## src/rtl/fetch_ctrl_if.sv

```systemverilog
// Handshake/bus bundle between the fetch controller and the pipeline.
// The slave modport is the controller; the master modport drives the requests.
interface fetch_ctrl_if;
    logic [31:0] pc_f;
    logic        hz_stall;
    logic        redirect_d;
    logic [31:0] target_d;
    logic        md_start_e;
    logic        md_is_div_e;
    logic        md_use_d;
    logic        pc_we;
    logic [31:0] npc;
    logic        stall_d;
    logic        flush_e;
    logic        md_busy;
    logic        halted;

    modport slave (
        input  pc_f, hz_stall, redirect_d, target_d, md_start_e, md_is_div_e, md_use_d,
        output pc_we, npc, stall_d, flush_e, md_busy, halted
    );

    modport master (
        output pc_f, hz_stall, redirect_d, target_d, md_start_e, md_is_div_e, md_use_d,
        input  pc_we, npc, stall_d, flush_e, md_busy, halted
    );
endinterface

```

## src/rtl/fetch_ctrl.sv

```systemverilog
// Fetch controller: PC write/next-PC selection, hazard and mult/div interlock,
// pending redirect across stalls, and a permanent halt on an illegal next PC.
module fetch_ctrl (
    input  logic       clk,
    input  logic       reset,
    fetch_ctrl_if.slave bus
);
    typedef enum logic {RUN, HALT} state_e;

    localparam logic [31:0] PC_LO = 32'h0000_3000;
    localparam logic [31:0] PC_HI = 32'h0000_6FFC;

    state_e      state_q, state_d;
    logic [3:0]  md_cnt_q, md_cnt_d;
    logic        pend_vld_q, pend_vld_d;
    logic [31:0] pend_addr_q, pend_addr_d;
    logic        halted_q;

    logic        md_busy, stall, range_bad, pc_we, stall_d, flush_e;
    logic [31:0] npc;

    assign md_busy = (md_cnt_q != 4'd0);
    assign stall   = bus.hz_stall | (bus.md_use_d & (md_busy | bus.md_start_e));

    // A redirect in this cycle beats one held over from an earlier stall.
    always_comb begin
        npc = bus.pc_f + 32'd4;
        if (bus.redirect_d)
            npc = bus.target_d;
        else if (pend_vld_q)
            npc = pend_addr_q;
    end

    assign range_bad = (npc[1:0] != 2'b00) || (npc < PC_LO) || (npc > PC_HI);

    always_comb begin
        state_d = state_q;
        pc_we   = 1'b0;
        stall_d = 1'b1;
        flush_e = 1'b1;
        case (state_q)
            RUN: begin
                if (!stall) begin
                    stall_d = 1'b0;
                    flush_e = 1'b0;
                    if (range_bad)
                        state_d = HALT;
                    else
                        pc_we = 1'b1;
                end
            end
            HALT: begin
                state_d = HALT;
            end
        endcase
    end

    // The mult/div counter runs regardless of the controller state.
    always_comb begin
        md_cnt_d = md_cnt_q;
        if (bus.md_start_e)
            md_cnt_d = bus.md_is_div_e ? 4'd10 : 4'd5;
        else if (md_busy)
            md_cnt_d = md_cnt_q - 4'd1;
    end

    always_comb begin
        pend_vld_d  = pend_vld_q;
        pend_addr_d = pend_addr_q;
        if (pc_we) begin
            pend_vld_d = 1'b0;
        end else if (bus.redirect_d) begin
            pend_vld_d  = 1'b1;
            pend_addr_d = bus.target_d;
        end
    end

    always_ff @(posedge clk or negedge reset) begin
        if (!reset) begin
            state_q     <= RUN;
            md_cnt_q    <= 4'd0;
            pend_vld_q  <= 1'b0;
            pend_addr_q <= 32'd0;
            halted_q    <= 1'b0;
        end else begin
            state_q     <= state_d;
            md_cnt_q    <= md_cnt_d;
            pend_vld_q  <= pend_vld_d;
            pend_addr_q <= pend_addr_d;
            halted_q    <= (state_d == HALT);
        end
    end

    assign bus.pc_we   = pc_we;
    assign bus.npc     = npc;
    assign bus.stall_d = stall_d;
    assign bus.flush_e = flush_e;
    assign bus.md_busy = md_busy;
    assign bus.halted  = halted_q;
endmodule

```

## src/flat_wrapper.sv

```systemverilog
// flat-port wrapper written by rule: the top's interface ports become plain ports
module fetch_ctrl_flat 
  (clk, reset, bus_pc_f, bus_hz_stall, bus_redirect_d, bus_target_d, bus_md_start_e, bus_md_is_div_e, bus_md_use_d, bus_pc_we, bus_npc, bus_stall_d, bus_flush_e, bus_md_busy, bus_halted);
  fetch_ctrl_if bus_i ();
  input  logic clk;
  input  logic reset;
  input wire logic [$bits(bus_i.pc_f)-1:0] bus_pc_f;
  input wire logic [$bits(bus_i.hz_stall)-1:0] bus_hz_stall;
  input wire logic [$bits(bus_i.redirect_d)-1:0] bus_redirect_d;
  input wire logic [$bits(bus_i.target_d)-1:0] bus_target_d;
  input wire logic [$bits(bus_i.md_start_e)-1:0] bus_md_start_e;
  input wire logic [$bits(bus_i.md_is_div_e)-1:0] bus_md_is_div_e;
  input wire logic [$bits(bus_i.md_use_d)-1:0] bus_md_use_d;
  output wire logic [$bits(bus_i.pc_we)-1:0] bus_pc_we;
  output wire logic [$bits(bus_i.npc)-1:0] bus_npc;
  output wire logic [$bits(bus_i.stall_d)-1:0] bus_stall_d;
  output wire logic [$bits(bus_i.flush_e)-1:0] bus_flush_e;
  output wire logic [$bits(bus_i.md_busy)-1:0] bus_md_busy;
  output wire logic [$bits(bus_i.halted)-1:0] bus_halted;
  assign bus_i.pc_f = bus_pc_f;
  assign bus_i.hz_stall = bus_hz_stall;
  assign bus_i.redirect_d = bus_redirect_d;
  assign bus_i.target_d = bus_target_d;
  assign bus_i.md_start_e = bus_md_start_e;
  assign bus_i.md_is_div_e = bus_md_is_div_e;
  assign bus_i.md_use_d = bus_md_use_d;
  assign bus_pc_we = bus_i.pc_we;
  assign bus_npc = bus_i.npc;
  assign bus_stall_d = bus_i.stall_d;
  assign bus_flush_e = bus_i.flush_e;
  assign bus_md_busy = bus_i.md_busy;
  assign bus_halted = bus_i.halted;
  fetch_ctrl u_core (.clk(clk), .reset(reset), .bus(bus_i));
endmodule
```

## config.mk

```make
export PLATFORM = sky130hd
export DESIGN_NAME = fetch_ctrl_flat
export DESIGN_NICKNAME = d
export VERILOG_FILES = /design/src/rtl/fetch_ctrl_if.sv /design/src/rtl/fetch_ctrl.sv /design/src/flat_wrapper.sv
export SDC_FILE = /design/constraint.sdc
export NUM_CORES = 1
export LEC_CHECK = 0
export ABC_CLOCK_PERIOD_IN_PS = 4100
export BUFFER_PORTS_ARGS = -buffer_cell sky130_fd_sc_hd__buf_4
export CAP_MARGIN = 25
export CORE_MARGIN = 3
export CORE_UTILIZATION = 30
export DETAILED_ROUTE_END_ITERATION = 10
export PLACE_DENSITY_LB_ADDON = 0.2
export SETUP_SLACK_MARGIN = 0.2
export SYNTH_ARGS = -nofsm -noshare
export SYNTH_HDL_FRONTEND = slang
export SYNTH_SLANG_ARGS = --single-unit
```

## constraint.sdc

```tcl
create_clock -name clk -period 4.1 [get_ports clk]
set_input_delay 0.82 -clock clk [delete_from_list [all_inputs] [get_ports clk]]
set_output_delay 0.82 -clock clk [all_outputs]
set_load 0.02 [all_outputs]
```

; ---- Word level (Yosys, flattened, before mapping)
; Cells that the tools add are included.
[classes]
muxes = 15
order_cmp = 2
add_sub_neg = 2
reduce_logical = 7
bitwise = 5
[ops]
columns = cell, count
row1 = $mux W32, 2
row2 = $add A32 B3 Y32 const B, 1
row3 = $gt A32 B15 Y1 const B, 1
row4 = $lt A32 B14 Y1 const B, 1
row5 = $mux W4, 3
row6 = $mux W1, 9
row7 = $reduce_bool A2 Y1, 3
row8 = $reduce_bool A4 Y1, 1
row9 = $sub A4 B1 Y4 const B, 1
row10 = $logic_or A1 B1 Y1, 2
row11 = $not A1 Y1, 2
row12 = $or A1 B1 Y1, 2
row13 = $pmux W1 S2, 1
row14 = $reduce_and A2 Y1, 1
row15 = $and A1 B1 Y1, 1
[totals]
elab_cells = 35
register_bits = 38

; ---- Longest topological paths before layout
[depth]
depth_word = 11
mapped_depth = 11
ltp_nobuf = 10

; ---- Worst setup path before layout
; No wires, ideal clock.
[synth_timing]
path_type = input -> output
start = input bus_pc_f[4]
end = output bus_pc_we
arrival_ns = 3.189
t_required_ns = 3.280
path_stages = 8
setup_slack_ns = 0.091
cell_sequence = clkbuf_1 nand3_1 or4_1 o41a_1 a211oi_2 a2111oi_0 and4bb_2 and3_1
[synth_via]
elab_chain_len = 9
word_cells_on_any_way = 10
[synth_rtl]
columns = element, line
row1 = "start, declared", flat_wrapper.sv:7  ; input wire logic [$bits(bus_i.pc_f)-1:0] bus_pc_f;
row2 = $add A32 B3 Y32 (*), fetch_ctrl.sv:27  ; npc = bus.pc_f + 32'd4;
row3 = $mux W32 (*), fetch_ctrl.sv:30  ; else if (pend_vld_q)
row4 = $mux W32 (*), fetch_ctrl.sv:28  ; if (bus.redirect_d)
row5 = via bus_npc[31], flat_wrapper.sv:15  ; output wire logic [$bits(bus_i.npc)-1:0] bus_npc;
row6 = $lt A32 B14 Y1, fetch_ctrl.sv:34  ; assign range_bad = (npc[1:0] != 2'b00) || (npc < PC_LO) || (npc > PC_HI);
row7 = $logic_or A1 B1 Y1, fetch_ctrl.sv:34
row8 = $logic_or A1 B1 Y1 (*), fetch_ctrl.sv:34
row9 = $mux W1 (*), fetch_ctrl.sv:46  ; if (range_bad)
row10 = $mux W1 (*), fetch_ctrl.sv:43  ; if (!stall) begin
row11 = $mux W1 (*), fetch_ctrl.sv:41  ; case (state_q)
row12 = "end, declared", flat_wrapper.sv:14  ; output wire logic [$bits(bus_i.pc_we)-1:0] bus_pc_we;
; The timed path passes the listed nets; every way through them passes the cells marked *.

; ---- Final worst setup path
[layout_timing]
start = input bus_pc_f[4]
end = output bus_pc_we
[layout_via]
elab_chain_len = 9
word_cells_on_any_way = 10
[layout_rtl]
columns = element, line
row1 = $add A32 B3 Y32 (*), fetch_ctrl.sv:27
row2 = $mux W32 (*), fetch_ctrl.sv:30
row3 = $mux W32 (*), fetch_ctrl.sv:28
row4 = $lt A32 B14 Y1, fetch_ctrl.sv:34
row5 = $logic_or A1 B1 Y1, fetch_ctrl.sv:34
row6 = $logic_or A1 B1 Y1 (*), fetch_ctrl.sv:34
row7 = $mux W1 (*), fetch_ctrl.sv:46
row8 = $mux W1 (*), fetch_ctrl.sv:43
row9 = $mux W1 (*), fetch_ctrl.sv:41
; Mark *: on every way between the ends. The rest lies on a longest branch, timed or not.

==> metrics <==
TritonCTS sink count=38; I/O pin count=108; Final Max Tran Viols=0; path type of the worst setup path=input port to output port; Synthesized Nets=462; cts-stage hold buffer count=0; worst hold stages=1; die height=108 um; outcome=complete, no violations; slew margin rel.=a little over half; sort of element at the start of the critical path=input port; core box area=slightly below 0.01 mm^2; total inserted antenna cells=0; required time of the critical path=3.28 ns; Post-Synthesis Cells=just under 400; total track usage=approximately a fifth; fraction of layout cells with a size suffix above 1=37.5%; overflow left after global routing=0; pre-CTS WS=0.0604 ns; cell-by-cell listing of the critical path=buf_4 > nand3_1 > or4_4 > nor4_2 > xor2_1 > a2111oi_2 > and4bb_2 > and3_4 > buf_6; vias post-DR=3453; final WL=roughly 11 mm; drt first-iter violations=approximately 230; startpoint of the worst hold path=u_core.state_q; combined area of all synthesized cells=approximately 0.0031 mm^2; routed wirelength normalized by instance count=17.3 um; via count of the first global-routing pass=~3400; period utilisation layout=between 90% and 100%; total of warnings raised by yosys=0; Worst Clk Skew=roughly 0.014 ns; Bufs on Longest Clock Path=2; Worst Hold End=u_core.state_q; Avg Cell Area, Syn=around 8.0 um^2; worst reg2reg path startpoint=u_core.pend_vld_q; Max Fanout on Critical Path=7; clock tree from TritonCTS=done; worst hold-check path type=flop to flop; Main synth FF type=sky130_fd_sc_hd__dfrtp_1; effective utilization at floorplan=about a third; setup total negative slack=0 ns; Total Die Area=~0.012 mm^2; wire length of the first global-routing pass=roughly 18 mm; number of remaining DRC errors=0; leakage dissipation=approximately 2 nW; worst reg2reg path depth=10; crit path max-delay cell type=sky130_fd_sc_hd__or4_4; total iterations of the first detailed-routing run=5; Area Overhead vs Synth=46.2%; H-tree depth=2; clock period minus worst slack=3.94 ns; largest net degree at the start of global routing=39; Final Wtd Congestion=0.885; share of Yosys cell area claimed by the top area cell type=30.6%; actual slew at the worst max-slew pin=a little under 0.7 ns; Internal Power=between 0.8 and 0.9 mW; count of input and output buffers=about 110; worst reg2reg path endpoint=u_core.pend_addr_q[13]; # Max-Cap Violations=0; Skew-Pair Late Insertion Delay=roughly 0.30 ns; Netlist cell types=about 70; total of endpoints with negative setup slack in the final report=0; FF-to-FF setup slack=about 1.0 ns; RSZ-0062 raised after global routing=yes; clock input transition at the sequential cells of the worst setup and hold paths=around 0.07 ns; main area contributors after synthesis=sky130_fd_sc_hd__dfrtp_1 (31%), sky130_fd_sc_hd__nand2_1 (6.6%), sky130_fd_sc_hd__mux2_4 (5.3%); share of async-settable or async-resettable flops after synthesis=between 90% and 100%; Max IR drop VDD=123 uV; Critical Path Sink Type=output port; sequential area share after synthesis=between 30 and 40%; leading area contributor after synthesis=sky130_fd_sc_hd__dfrtp_1; total power density per cell area=around 260 mW/mm^2; antenna violations before repair=0; switching fraction of total power=between 30% and 40%; number of nets in the finished design=between 500 and 600; final number of hold-violating endpoints=0; horizontal die dimension=~110 um; critical path arrival=between 3 and 4 ns; number of CTS-inserted buffers=5; Clock Tree Root=sky130_fd_sc_hd__clkbuf_8; sequential fraction of design power=a little over a third; final HPWL from detailed placement=around 9 mm; Max stage delay on crit path=just under 0.6 ns; total of fill cells in the finished design=1036; number of enable-type register cells in the synthesized netlist=0; Post-Route Utilization=45.9%; Seq cells post-synth=38; total design power=approximately 1.2 mW; cell row count=36; Final ANT Viol Nets=0; achievable clock frequency=around 250 MHz; setup slack of the critical path after layout=0.164 ns; Vias/cell=between 5 and 6; share of total power in the clock network=between 20% and 30%; Switching Power=between 0.3 and 0.4 mW; combinational cell fraction of total power=around a third
## what timing repair did
action                     4_1_cts  5_1_grt
cloned                           0        0
resized for setup               13       10
setup endpoints to repair        1        1
pin swaps                       10       10
buffers inserted                 4        3
## metal layers
metal	track usage (%)	up-vias	wire length [um]
met5	0	-	0
li1	-	1675	-
met3	2.88	12	533
met1	27.7	1659	5380
met4	4.15	0	150
met2	31.4	107	5250
## state kept, by name, indices dropped and copies added (netlist names)
signal              cells
u_core.pend_addr_q     32
u_core.pend_vld_q       1
u_core.state_q          1
u_core.md_cnt_q         4
## cell usage in the layout, fill, tap and decap left out, types with 9 or more instances in the layout
cell type                   n
sky130_fd_sc_hd__a21oi_1   13
sky130_fd_sc_hd__buf_4    143
sky130_fd_sc_hd__dfrtp_1   38
sky130_fd_sc_hd__inv_1     31
sky130_fd_sc_hd__mux2_4    11
sky130_fd_sc_hd__nand2_1   54
sky130_fd_sc_hd__nand3_1   16
sky130_fd_sc_hd__nand4_1   14
sky130_fd_sc_hd__nor2_1    25
sky130_fd_sc_hd__nor4_1     9
sky130_fd_sc_hd__o21ai_0   27
sky130_fd_sc_hd__o21ai_1    9
sky130_fd_sc_hd__xnor2_1    9
## power groups by stage
stage / clock, mW / combinational (mW) / sequential, mW
after CTS: 0.351 / 0.412 / 0.431
final: 0.339 / 0.420 / 0.431
after detailed placement: 0 / 0.400 / 0.438
after global routing: 0.368 / 0.456 / 0.436
after floorplan: 0 / 0.202 / 0.433
after global placement: 0 / 0.398 / 0.437
## area by class of cell
type	count	area, um^2	area share, %
clock inverters	1	30.0	0.660
flip-flops and latches	38	951	20.9
clock buffers	6	82.6	1.82
inverters	31	116	2.56
multi-input cells	297	2030	44.7
well taps	133	166	3.66
repair buffers	149	1170	25.6
## kinds of logic after synthesis
| logic type | share of synthesized area, % |
|---|---|
| buffers and inverters | 7.04 |
| AND/OR/NAND/NOR | 29.6 |
| AO/OA/AOI/OAI | 19.6 |
| XOR/XNOR | 4.23 |
| multiplexers | 7.69 |
| flip-flops | 30.6 |
| adder cells (fa/ha/maj) | 1.21 |
## worst max-delay path by stage
stage / startpoint / to
4_1_cts: bus_pc_f[2] / bus_pc_we
3_5_place_dp: bus_pc_f[9] / bus_pc_we
3_3_place_gp: bus_pc_f[9] / bus_pc_we
2_1_floorplan: bus_pc_f[2] / bus_pc_we
6_report: bus_pc_f[4] / bus_pc_we
5_1_grt: bus_pc_f[9] / bus_pc_we
## critical path, delay by kind of cell
family / cells / cell delay [ns]
AND/OR/NAND/NOR: 5 / 1.52
XOR/XNOR: 1 / 0.17
AO/OA/AOI/OAI: 1 / 0.35
buffers and inverters: 2 / 0.26
## synth_stat cells, types with 4 or more instances
cell type                   n
sky130_fd_sc_hd__a21o_1     4
sky130_fd_sc_hd__mux2i_1    4
sky130_fd_sc_hd__o211ai_1   4
sky130_fd_sc_hd__clkbuf_1  15
sky130_fd_sc_hd__and3_1     6
sky130_fd_sc_hd__a21oi_1   13
sky130_fd_sc_hd__xnor2_1    9
sky130_fd_sc_hd__nor2_1    25
sky130_fd_sc_hd__o21ai_0   27
sky130_fd_sc_hd__xor2_1     6
sky130_fd_sc_hd__nor4_1    11
sky130_fd_sc_hd__nand4_1   14
sky130_fd_sc_hd__nor3_1     6
sky130_fd_sc_hd__nand2_1   55
sky130_fd_sc_hd__nand2b_1   4
sky130_fd_sc_hd__or4_1      6
sky130_fd_sc_hd__dfrtp_1   38
sky130_fd_sc_hd__mux2_4    11
sky130_fd_sc_hd__inv_1     31
sky130_fd_sc_hd__nand3_1   16
sky130_fd_sc_hd__o21ai_1    9
## through the flow
stage               instances  cell area, um^2  hold WS, ns
global route              655             4550        0.515
global placement          641             4280        0.461
detailed placement        641             4280        0.467
finish                    655             4550        0.478
CTS                       652             4480        0.485
floorplan                 388             3120        0.473
Power figures use the tool's default switching activity.
